### config.mk
export PLATFORM = sky130hd
export DESIGN_NAME = tone_phase_mixer_flat
export DESIGN_NICKNAME = d
export VERILOG_FILES = /design/src/rtl/tone_phase_mixer_pkg.sv /design/src/rtl/tone_phase_mixer_if.sv /design/src/rtl/tone_phase_mixer_acc.sv /design/src/rtl/tone_phase_mixer.sv /design/src/flat_wrapper.sv
export SDC_FILE = /design/constraint.sdc
export NUM_CORES = 1
export LEC_CHECK = 0
export BUFFER_PORTS_ARGS = -buffer_cell sky130_fd_sc_hd__buf_2
export CAP_MARGIN = 5
export CORE_UTILIZATION = 25
export DETAILED_ROUTE_END_ITERATION = 8
export PLACE_DENSITY = 0.51
export SLEW_MARGIN = 5
export SYNTH_ARGS = -nofsm -noshare
export SYNTH_HDL_FRONTEND = slang
export SYNTH_SLANG_ARGS = --single-unit
### constraint.sdc
create_clock -name clk -period 3.35 [get_ports clk]
set_clock_uncertainty 0.15 [all_clocks]
set_input_delay 0.5025 -clock clk [delete_from_list [all_inputs] [get_ports clk]]
set_output_delay 0.5025 -clock clk [all_outputs]
set_load 0.01 [all_outputs]
### src/rtl/tone_phase_mixer_pkg.sv
// Shared types, fixed-point constants and helpers for the tone stimulus engine.
package fir_stim_pkg;

    // Phase word for the default 16-bit Q3.13 configuration.
    typedef logic signed [15:0] phase_t;

    // Phase-stream producer state.
    typedef enum logic {
        ST_IDLE  = 1'b0,
        ST_VALID = 1'b1
    } ph_state_e;

    // round(pi * 2^(width-3)), derived from pi in Q3.29 with round-half-up.
    function automatic int pi_fixed(input int unsigned width);
        longint unsigned pi_q29;
        int unsigned     shift;
        pi_q29 = 64'd1686629713;
        shift  = 32 - width;
        return int'((pi_q29 + (64'd1 << (shift - 1))) >> shift);
    endfunction

    localparam int PI_POS = 25736;
    localparam int PI_NEG = -25736;
    localparam int TWO_PI = 51472;

    // Arithmetic right shift: divide by 2^sh rounding towards minus infinity.
    function automatic logic signed [31:0] floor_shift(input logic signed [31:0] v,
                                                       input int unsigned sh);
        return v >>> sh;
    endfunction

endpackage

### src/rtl/tone_phase_mixer_if.sv
// AXI-stream phase vector bus from the tone engine to the CORDIC bank.
interface tone_phase_mixer_if #(
    parameter int NUM_TONES = 2,
    parameter int PHASE_W   = 16
);
    logic                           m_phase_tvalid;
    logic                           m_phase_tready;
    logic [NUM_TONES*PHASE_W-1:0]   m_phase_tdata;

    modport master (
        output m_phase_tvalid,
        output m_phase_tdata,
        input  m_phase_tready
    );

    modport slave (
        input  m_phase_tvalid,
        input  m_phase_tdata,
        output m_phase_tready
    );
endinterface

### src/rtl/tone_phase_mixer_acc.sv
// One tone channel: increment register, phase register and modulo-2pi wrap.
module phase_acc_wrap
    import fir_stim_pkg::*;
#(
    parameter int PHASE_W = 16
) (
    input  logic               clk,
    input  logic               rst,
    input  logic               advance_i,
    input  logic               wr_en_i,
    input  logic [PHASE_W-1:0] wr_data_i,
    output logic [PHASE_W-1:0] phase_o
);
    localparam int PI_I = pi_fixed(PHASE_W);
    localparam logic signed [PHASE_W:0] PI_X     = (PHASE_W+1)'(PI_I);
    localparam logic signed [PHASE_W:0] NEG_PI_X = (PHASE_W+1)'(-PI_I);
    localparam logic signed [PHASE_W:0] TWO_PI_X = (PHASE_W+1)'(2 * PI_I);

    logic signed [PHASE_W-1:0] phase_q, phase_d;
    logic signed [PHASE_W-1:0] inc_q, inc_d;
    logic signed [PHASE_W:0]   sum_w;
    logic signed [PHASE_W:0]   wrap_w;

    // Next phase: one-bit-wider sum folded back into [-pi, pi]; both ends kept.
    always_comb begin
        sum_w = (PHASE_W+1)'(phase_q) + (PHASE_W+1)'(inc_q);
        if (sum_w > PI_X) begin
            wrap_w = sum_w - TWO_PI_X;
        end else if (sum_w < NEG_PI_X) begin
            wrap_w = sum_w + TWO_PI_X;
        end else begin
            wrap_w = sum_w;
        end
        phase_d = advance_i ? wrap_w[PHASE_W-1:0] : phase_q;
        inc_d   = wr_en_i ? $signed(wr_data_i) : inc_q;
    end

    // Phase and increment registers; an advance always sees the pre-write increment.
    always_ff @(posedge clk) begin
        if (rst) begin
            phase_q <= '0;
            inc_q   <= '0;
        end else begin
            phase_q <= phase_d;
            inc_q   <= inc_d;
        end
    end

    assign phase_o = phase_q;

endmodule

### src/rtl/tone_phase_mixer.sv
// Multi-tone phase generator with AXI-stream output and a decimating sine mixer.
module tone_phase_mixer
    import fir_stim_pkg::*;
#(
    parameter int NUM_TONES = 2,
    parameter int PHASE_W   = 16,
    parameter int SAMPLE_W  = 16,
    parameter int DECIM     = 5
) (
    input  logic                                 clk,
    input  logic                                 rst,
    input  logic                                 enable,
    input  logic                                 inc_wr_en,
    input  logic [(NUM_TONES > 1 ? $clog2(NUM_TONES) : 1)-1:0] inc_wr_sel,
    input  logic [PHASE_W-1:0]                   inc_wr_data,
    tone_phase_mixer_if.master                   phase_if,
    input  logic                                 s_sin_tvalid,
    input  logic [NUM_TONES*SAMPLE_W-1:0]        s_sin_tdata,
    output logic                                 mix_tvalid,
    output logic [SAMPLE_W-1:0]                  mix_tdata
);
    localparam int LOGN  = $clog2(NUM_TONES);
    localparam int SEL_W = (NUM_TONES > 1) ? LOGN : 1;
    localparam int SUM_W = SAMPLE_W + LOGN;
    localparam int CNT_W = 8;
    localparam logic [CNT_W-1:0] CNT_LAST = CNT_W'(DECIM - 1);

    ph_state_e state_q, state_d;
    logic      advance_w;

    logic [PHASE_W-1:0] phase_w [NUM_TONES];

    logic signed [SUM_W-1:0] sum_w;
    logic [CNT_W-1:0]        cnt_q, cnt_d;
    logic                    mix_valid_q, mix_valid_d;
    logic [SAMPLE_W-1:0]     mix_data_q, mix_data_d;

    // Producer state register.
    always_ff @(posedge clk) begin
        if (rst) begin
            state_q <= ST_IDLE;
        end else begin
            state_q <= state_d;
        end
    end

    // Leave VALID only once the pending beat is taken and enable has dropped.
    always_comb begin
        state_d = state_q;
        case (state_q)
            ST_IDLE:  if (enable) state_d = ST_VALID;
            ST_VALID: if (phase_if.m_phase_tready && !enable) state_d = ST_IDLE;
            default:  state_d = ST_IDLE;
        endcase
    end

    // Stream outputs: valid from state, accept advances every channel.
    always_comb begin
        phase_if.m_phase_tvalid = (state_q == ST_VALID);
        advance_w               = (state_q == ST_VALID) && phase_if.m_phase_tready;
    end

    for (genvar k = 0; k < NUM_TONES; k++) begin : g_ch
        phase_acc_wrap #(
            .PHASE_W(PHASE_W)
        ) u_acc (
            .clk       (clk),
            .rst       (rst),
            .advance_i (advance_w),
            .wr_en_i   (inc_wr_en && (inc_wr_sel == SEL_W'(k))),
            .wr_data_i (inc_wr_data),
            .phase_o   (phase_w[k])
        );
        assign phase_if.m_phase_tdata[k*PHASE_W +: PHASE_W] = phase_w[k];
    end

    // Sign-extended sum of the sine vector and decimation bookkeeping.
    always_comb begin
        sum_w = '0;
        for (int unsigned k = 0; k < NUM_TONES; k++) begin
            sum_w = sum_w + SUM_W'($signed(s_sin_tdata[k*SAMPLE_W +: SAMPLE_W]));
        end
        cnt_d       = cnt_q;
        mix_valid_d = 1'b0;
        mix_data_d  = mix_data_q;
        if (s_sin_tvalid) begin
            if (cnt_q == CNT_LAST) begin
                cnt_d       = '0;
                mix_valid_d = 1'b1;
                mix_data_d  = SAMPLE_W'(floor_shift(32'(sum_w), LOGN));
            end else begin
                cnt_d = cnt_q + 1'b1;
            end
        end
    end

    // Mixer registers: held sample, one-cycle strobe, decimation counter.
    always_ff @(posedge clk) begin
        if (rst) begin
            cnt_q       <= '0;
            mix_valid_q <= 1'b0;
            mix_data_q  <= '0;
        end else begin
            cnt_q       <= cnt_d;
            mix_valid_q <= mix_valid_d;
            mix_data_q  <= mix_data_d;
        end
    end

    assign mix_tvalid = mix_valid_q;
    assign mix_tdata  = mix_data_q;

endmodule
### src/flat_wrapper.sv
// flat-port wrapper written by rule: the top's interface ports become plain ports
module tone_phase_mixer_flat import fir_stim_pkg::*;
#(
    parameter int NUM_TONES = 2,
    parameter int PHASE_W   = 16,
    parameter int SAMPLE_W  = 16,
    parameter int DECIM     = 5
)
  (clk, rst, enable, inc_wr_en, inc_wr_sel, inc_wr_data, s_sin_tvalid, s_sin_tdata, mix_tvalid, mix_tdata, phase_if_m_phase_tvalid, phase_if_m_phase_tdata, phase_if_m_phase_tready);
  tone_phase_mixer_if #(.NUM_TONES(NUM_TONES), .PHASE_W(PHASE_W)) phase_if_i ();
  input  logic clk;
  input  logic rst;
  input  logic enable;
  input  logic inc_wr_en;
  input  logic [(NUM_TONES > 1 ? $clog2(NUM_TONES) : 1)-1:0] inc_wr_sel;
  input  logic [PHASE_W-1:0] inc_wr_data;
  input  logic s_sin_tvalid;
  input  logic [NUM_TONES*SAMPLE_W-1:0] s_sin_tdata;
  output logic mix_tvalid;
  output logic [SAMPLE_W-1:0] mix_tdata;
  output wire logic [$bits(phase_if_i.m_phase_tvalid)-1:0] phase_if_m_phase_tvalid;
  output wire logic [$bits(phase_if_i.m_phase_tdata)-1:0] phase_if_m_phase_tdata;
  input wire logic [$bits(phase_if_i.m_phase_tready)-1:0] phase_if_m_phase_tready;
  assign phase_if_m_phase_tvalid = phase_if_i.m_phase_tvalid;
  assign phase_if_m_phase_tdata = phase_if_i.m_phase_tdata;
  assign phase_if_i.m_phase_tready = phase_if_m_phase_tready;
  tone_phase_mixer #(.NUM_TONES(NUM_TONES), .PHASE_W(PHASE_W), .SAMPLE_W(SAMPLE_W), .DECIM(DECIM)) u_core (.clk(clk), .rst(rst), .enable(enable), .inc_wr_en(inc_wr_en), .inc_wr_sel(inc_wr_sel), .inc_wr_data(inc_wr_data), .phase_if(phase_if_i), .s_sin_tvalid(s_sin_tvalid), .s_sin_tdata(s_sin_tdata), .mix_tvalid(mix_tvalid), .mix_tdata(mix_tdata));
endmodule
==> metrics <==
Max H-tree Level 3; share of post-route cells with drive strength above 1 36.44%; Setup Viol. Count Final 24; post-synthesis register bit count 90; WL final 22090 um; simple logic cell fraction of the synthesized area 22.00%; synthesized area 6829 um2; unrepaired setup endpoints after global routing yes; total power per unit cell area 326.7 nW/um2; CP top delay family compound AO/OA/AOI/OAI gates; Inserted Clock Buffers 9; Antenna Violating Nets Remaining 0; Post-synth top cells nand2_1 (121), dfxtp_1 (90), a21oi_1 (77); number of synthesized flops with an enable pin 0; Reg clk slew, reported paths 0.07 ns; clock buffer depth 2; part of the Yosys area used for sequential elements 26.38%; Power Total 3.238 mW; worst skew pair latency 0.36 ns; FF-to-FF Start u_core.g_ch[0].u_acc.inc_q[0]$_SDFFE_PP0P_; Top-Level Pins 105; highest-delay cell along the critical path or3b_4; Adder-Cell Fraction of Synth Area 10.96%; initial DRC count 253; GRT overflow 0; leading cell type by number of instances after synthesis nand2_1; clk root buf clkbuf_16; DIE AREA 27980 um2; vias in the first global route 7065; First-pass DRT Iterations 5; Die H 167.3 um; largest net degree at the start of global routing 64; Post-Route Utilization 36.87%; final antenna diode count 0; CP dominant cell by count buf_6; Hold WS 0.1996 ns; Buf+Inv Stages, Crit Path 3; cell row count 60; Slew Limit Fails 0; post-DR wirelength/cell 15.03 um; post-route clock period utilization 107.4%; worst path cell trace ha_4, fa_2, a21o_1, a221oi_4, buf_12, xnor2_4, nor4_2, o311a_1, o2111a_1, or3b_4, buf_6, buf_6, a21oi_2, o31ai_1; Initial Util 25.41%; Final Instance Count excl. Fillers 1469; Post-DP Area 8899 um2; Die X 167.3 um; mux contribution to synthesized area 1.319%; P&R area growth vs syn 45.11%; XOR/XNOR Fraction of Synth Area 7.384%; first-pass GRT wire length 35770 um; Post-synth ARST share 0%; Hold Path Stages 3; Syn. warnings 0; Setup CP Type reg -> reg; Mean Syn Cell Area 7.904 um2; Slowest Stage Delay on Critical Path 0.48 ns; Max Clock Freq 0.2779 GHz; antenna violations before repair 0; dominant cell type by area after synthesis dfxtp_1; WP data arrival 3.68 ns; Rel. slew slack 41.18%; post-synth top area share 26.38%; Worst Hold End u_core.phase_if.m_phase_tvalid$_SDFF_PP0_; Vias 7248; Syn Nets 977; Critical Path End Type register; worst-margin pin slew 0.8790 ns; IO Port Bufs 104; Placer Congestion 0.8556; Layout Nets 1236; R2R depth 14; setup ws final -0.2485 ns; Max Cap Viol 0; vias per cell 4.934; Leak Pwr 4.330 nW; Area contributors post-synth dfxtp_1 (26%), ha_1 (10%), nand2_1 (6.7%), a21oi_1 (5.6%), nor2_1 (4.1%); CP required 3.43 ns; largest family of logic cells by synthesized area compound AO/OA/AOI/OAI gates; Min-Delay Path Class in -> reg; Worst Path Max Fanout 8; worst vdd ir 0.1930 mV; Fin. Hold Viols 0; Core Area 26880 um2; register-to-register setup slack -0.25 ns; Sinks on Clock Net 90; post-DP HPWL 16690 um; CTS tree yes; Cells after Synth 864; Synth cell types 86; Placed Instances 1417; dominant synthesized flop cell dfxtp_1; critical hold path startpoint enable; Tot GR Track Use 15.81%; fin crit period 3.599 ns; failing checks setup timing; Worst R2R End u_core.g_ch[0].u_acc.phase_o[4]$_SDFFE_PP0P_; # DRC 0; Synth Area in Compound Gates 28.07%; status finished with violations; final instance area 9910 um2; CP Launch Type register
[flip-flops by register name (all words and copies together) (netlist names)]
signal and flops:
u_core.g_ch.u_acc.inc_q 32, u_core.g_ch.u_acc.phase_o 32, u_core.mix_tdata 16, u_core.cnt_q 8
u_core.mix_tvalid 1, u_core.phase_if.m_phase_tvalid 1
[power by group]
part	internal [mW]	total, mW	switching, mW	leakage, nW
sequential	1.11	1.14	0.0340	0.736
combinational	0.484	1.01	0.522	3.44
clock	0.588	1.09	0.501	0.152
[cell usage in the layout, fill, tap and decap left out, types with 5 or more instances in the layout]
cell / count
buf_4: 169
nand2_1: 119
buf_2: 104
dfxtp_1: 82
a21oi_1: 73
nor2_1: 70
ha_1: 45
o21ai_0: 34
nand3_1: 26
xnor2_1: 26
inv_1: 23
xor2_1: 18
a211oi_1: 16
a21o_1: 13
o211ai_1: 12
o21a_1: 11
buf_6: 11
and3_1: 10
nor3_1: 10
nand3b_1: 10
mux2i_1: 9
o21ai_1: 9
or3_1: 9
ha_4: 9
clkbuf_16: 9
nand2b_1: 8
a31oi_1: 8
dfxtp_2: 8
nand4_1: 6
o31ai_1: 6
xor2_2: 5
a21oi_2: 5
and2_1: 5
[stage by stage]
stage | worst slack [ns] | TNS [ns]
2_1_floorplan | -0.1845 | -1.102
3_3_place_gp | -0.2795 | -3.952
3_5_place_dp | -0.3112 | -4.833
4_1_cts | -0.2583 | -4.060
5_1_grt | -0.4256 | -8.201
6_report | -0.2485 | -4.373
[worst reg2reg max path, delay by kind of cell (launching register included)]
kind / cells / cell delay [ns]
adders and majority gates: 2 / 0.52
xor gates and xnor gates: 1 / 0.13
buffers and inverters: 3 / 0.44
AOI/OAI and AO/OA: 6 / 1.37
DFF: 1 / 0.34
and+or+nand+nor: 2 / 0.53
[metal layers]
layer | vias to the layer above | wire [um] | track usage, %
li1 | 3682 | - | -
met1 | 3441 | 10480 | 20.51
met2 | 103 | 10680 | 27.25
met3 | 22 | 608 | 2.151
met4 | 0 | 311 | 4.507
met5 | - | 0 | 0
[what timing repair did]
action / in CTS / in global routing
gates cloned: 1 / 0
setup buffers: 23 / 12
hold buffers: 0 / 0
pin swaps: 54 / 42
resized for setup: 53 / 27
setup endpoints to repair: 24 / 24
[how the worst max path moves through the flow]
stage	slack [ns]	cells past startpoint	to	start
2_1_floorplan	-0.18	13	u_core.g_ch[0].u_acc.phase_o[15]$_SDFFE_PP0P_	u_core.g_ch[0].u_acc.phase_o[0]$_SDFFE_PP0P_
3_3_place_gp	-0.28	14	u_core.g_ch[0].u_acc.phase_o[11]$_SDFFE_PP0P_	u_core.g_ch[0].u_acc.inc_q[0]$_SDFFE_PP0P_
3_5_place_dp	-0.31	14	u_core.g_ch[0].u_acc.phase_o[11]$_SDFFE_PP0P_	u_core.g_ch[0].u_acc.inc_q[0]$_SDFFE_PP0P_
4_1_cts	-0.26	14	u_core.g_ch[0].u_acc.phase_o[11]$_SDFFE_PP0P_	u_core.g_ch[0].u_acc.inc_q[0]$_SDFFE_PP0P_
5_1_grt	-0.43	14	u_core.g_ch[0].u_acc.phase_o[11]$_SDFFE_PP0P_	u_core.g_ch[0].u_acc.inc_q[0]$_SDFFE_PP0P_
6_report	-0.25	14	u_core.g_ch[0].u_acc.phase_o[4]$_SDFFE_PP0P_	u_core.g_ch[0].u_acc.inc_q[0]$_SDFFE_PP0P_
[kinds of logic (layout without fill, tap and decap cells)]
kind of cell | after synthesis | in the layout
compound gates | 270 | 271
xor+xnor | 55 | 55
fa+ha+maj | 58 | 58
buf+inv | 64 | 327
flops | 90 | 90
mux | 9 | 9
simple gates | 318 | 318
[layout make-up]
type | count | area [um2]
inverter | 25 | 93.84
multi-input combinational | 711 | 5321
tap | 341 | 426.7
timing repair buffer | 286 | 1953
fill | 2854 | 16970
clock inverter | 7 | 77.57
clock buffer | 9 | 225.2
sequential | 90 | 1812
No activity file was read; power rests on OpenSTA's default activity.
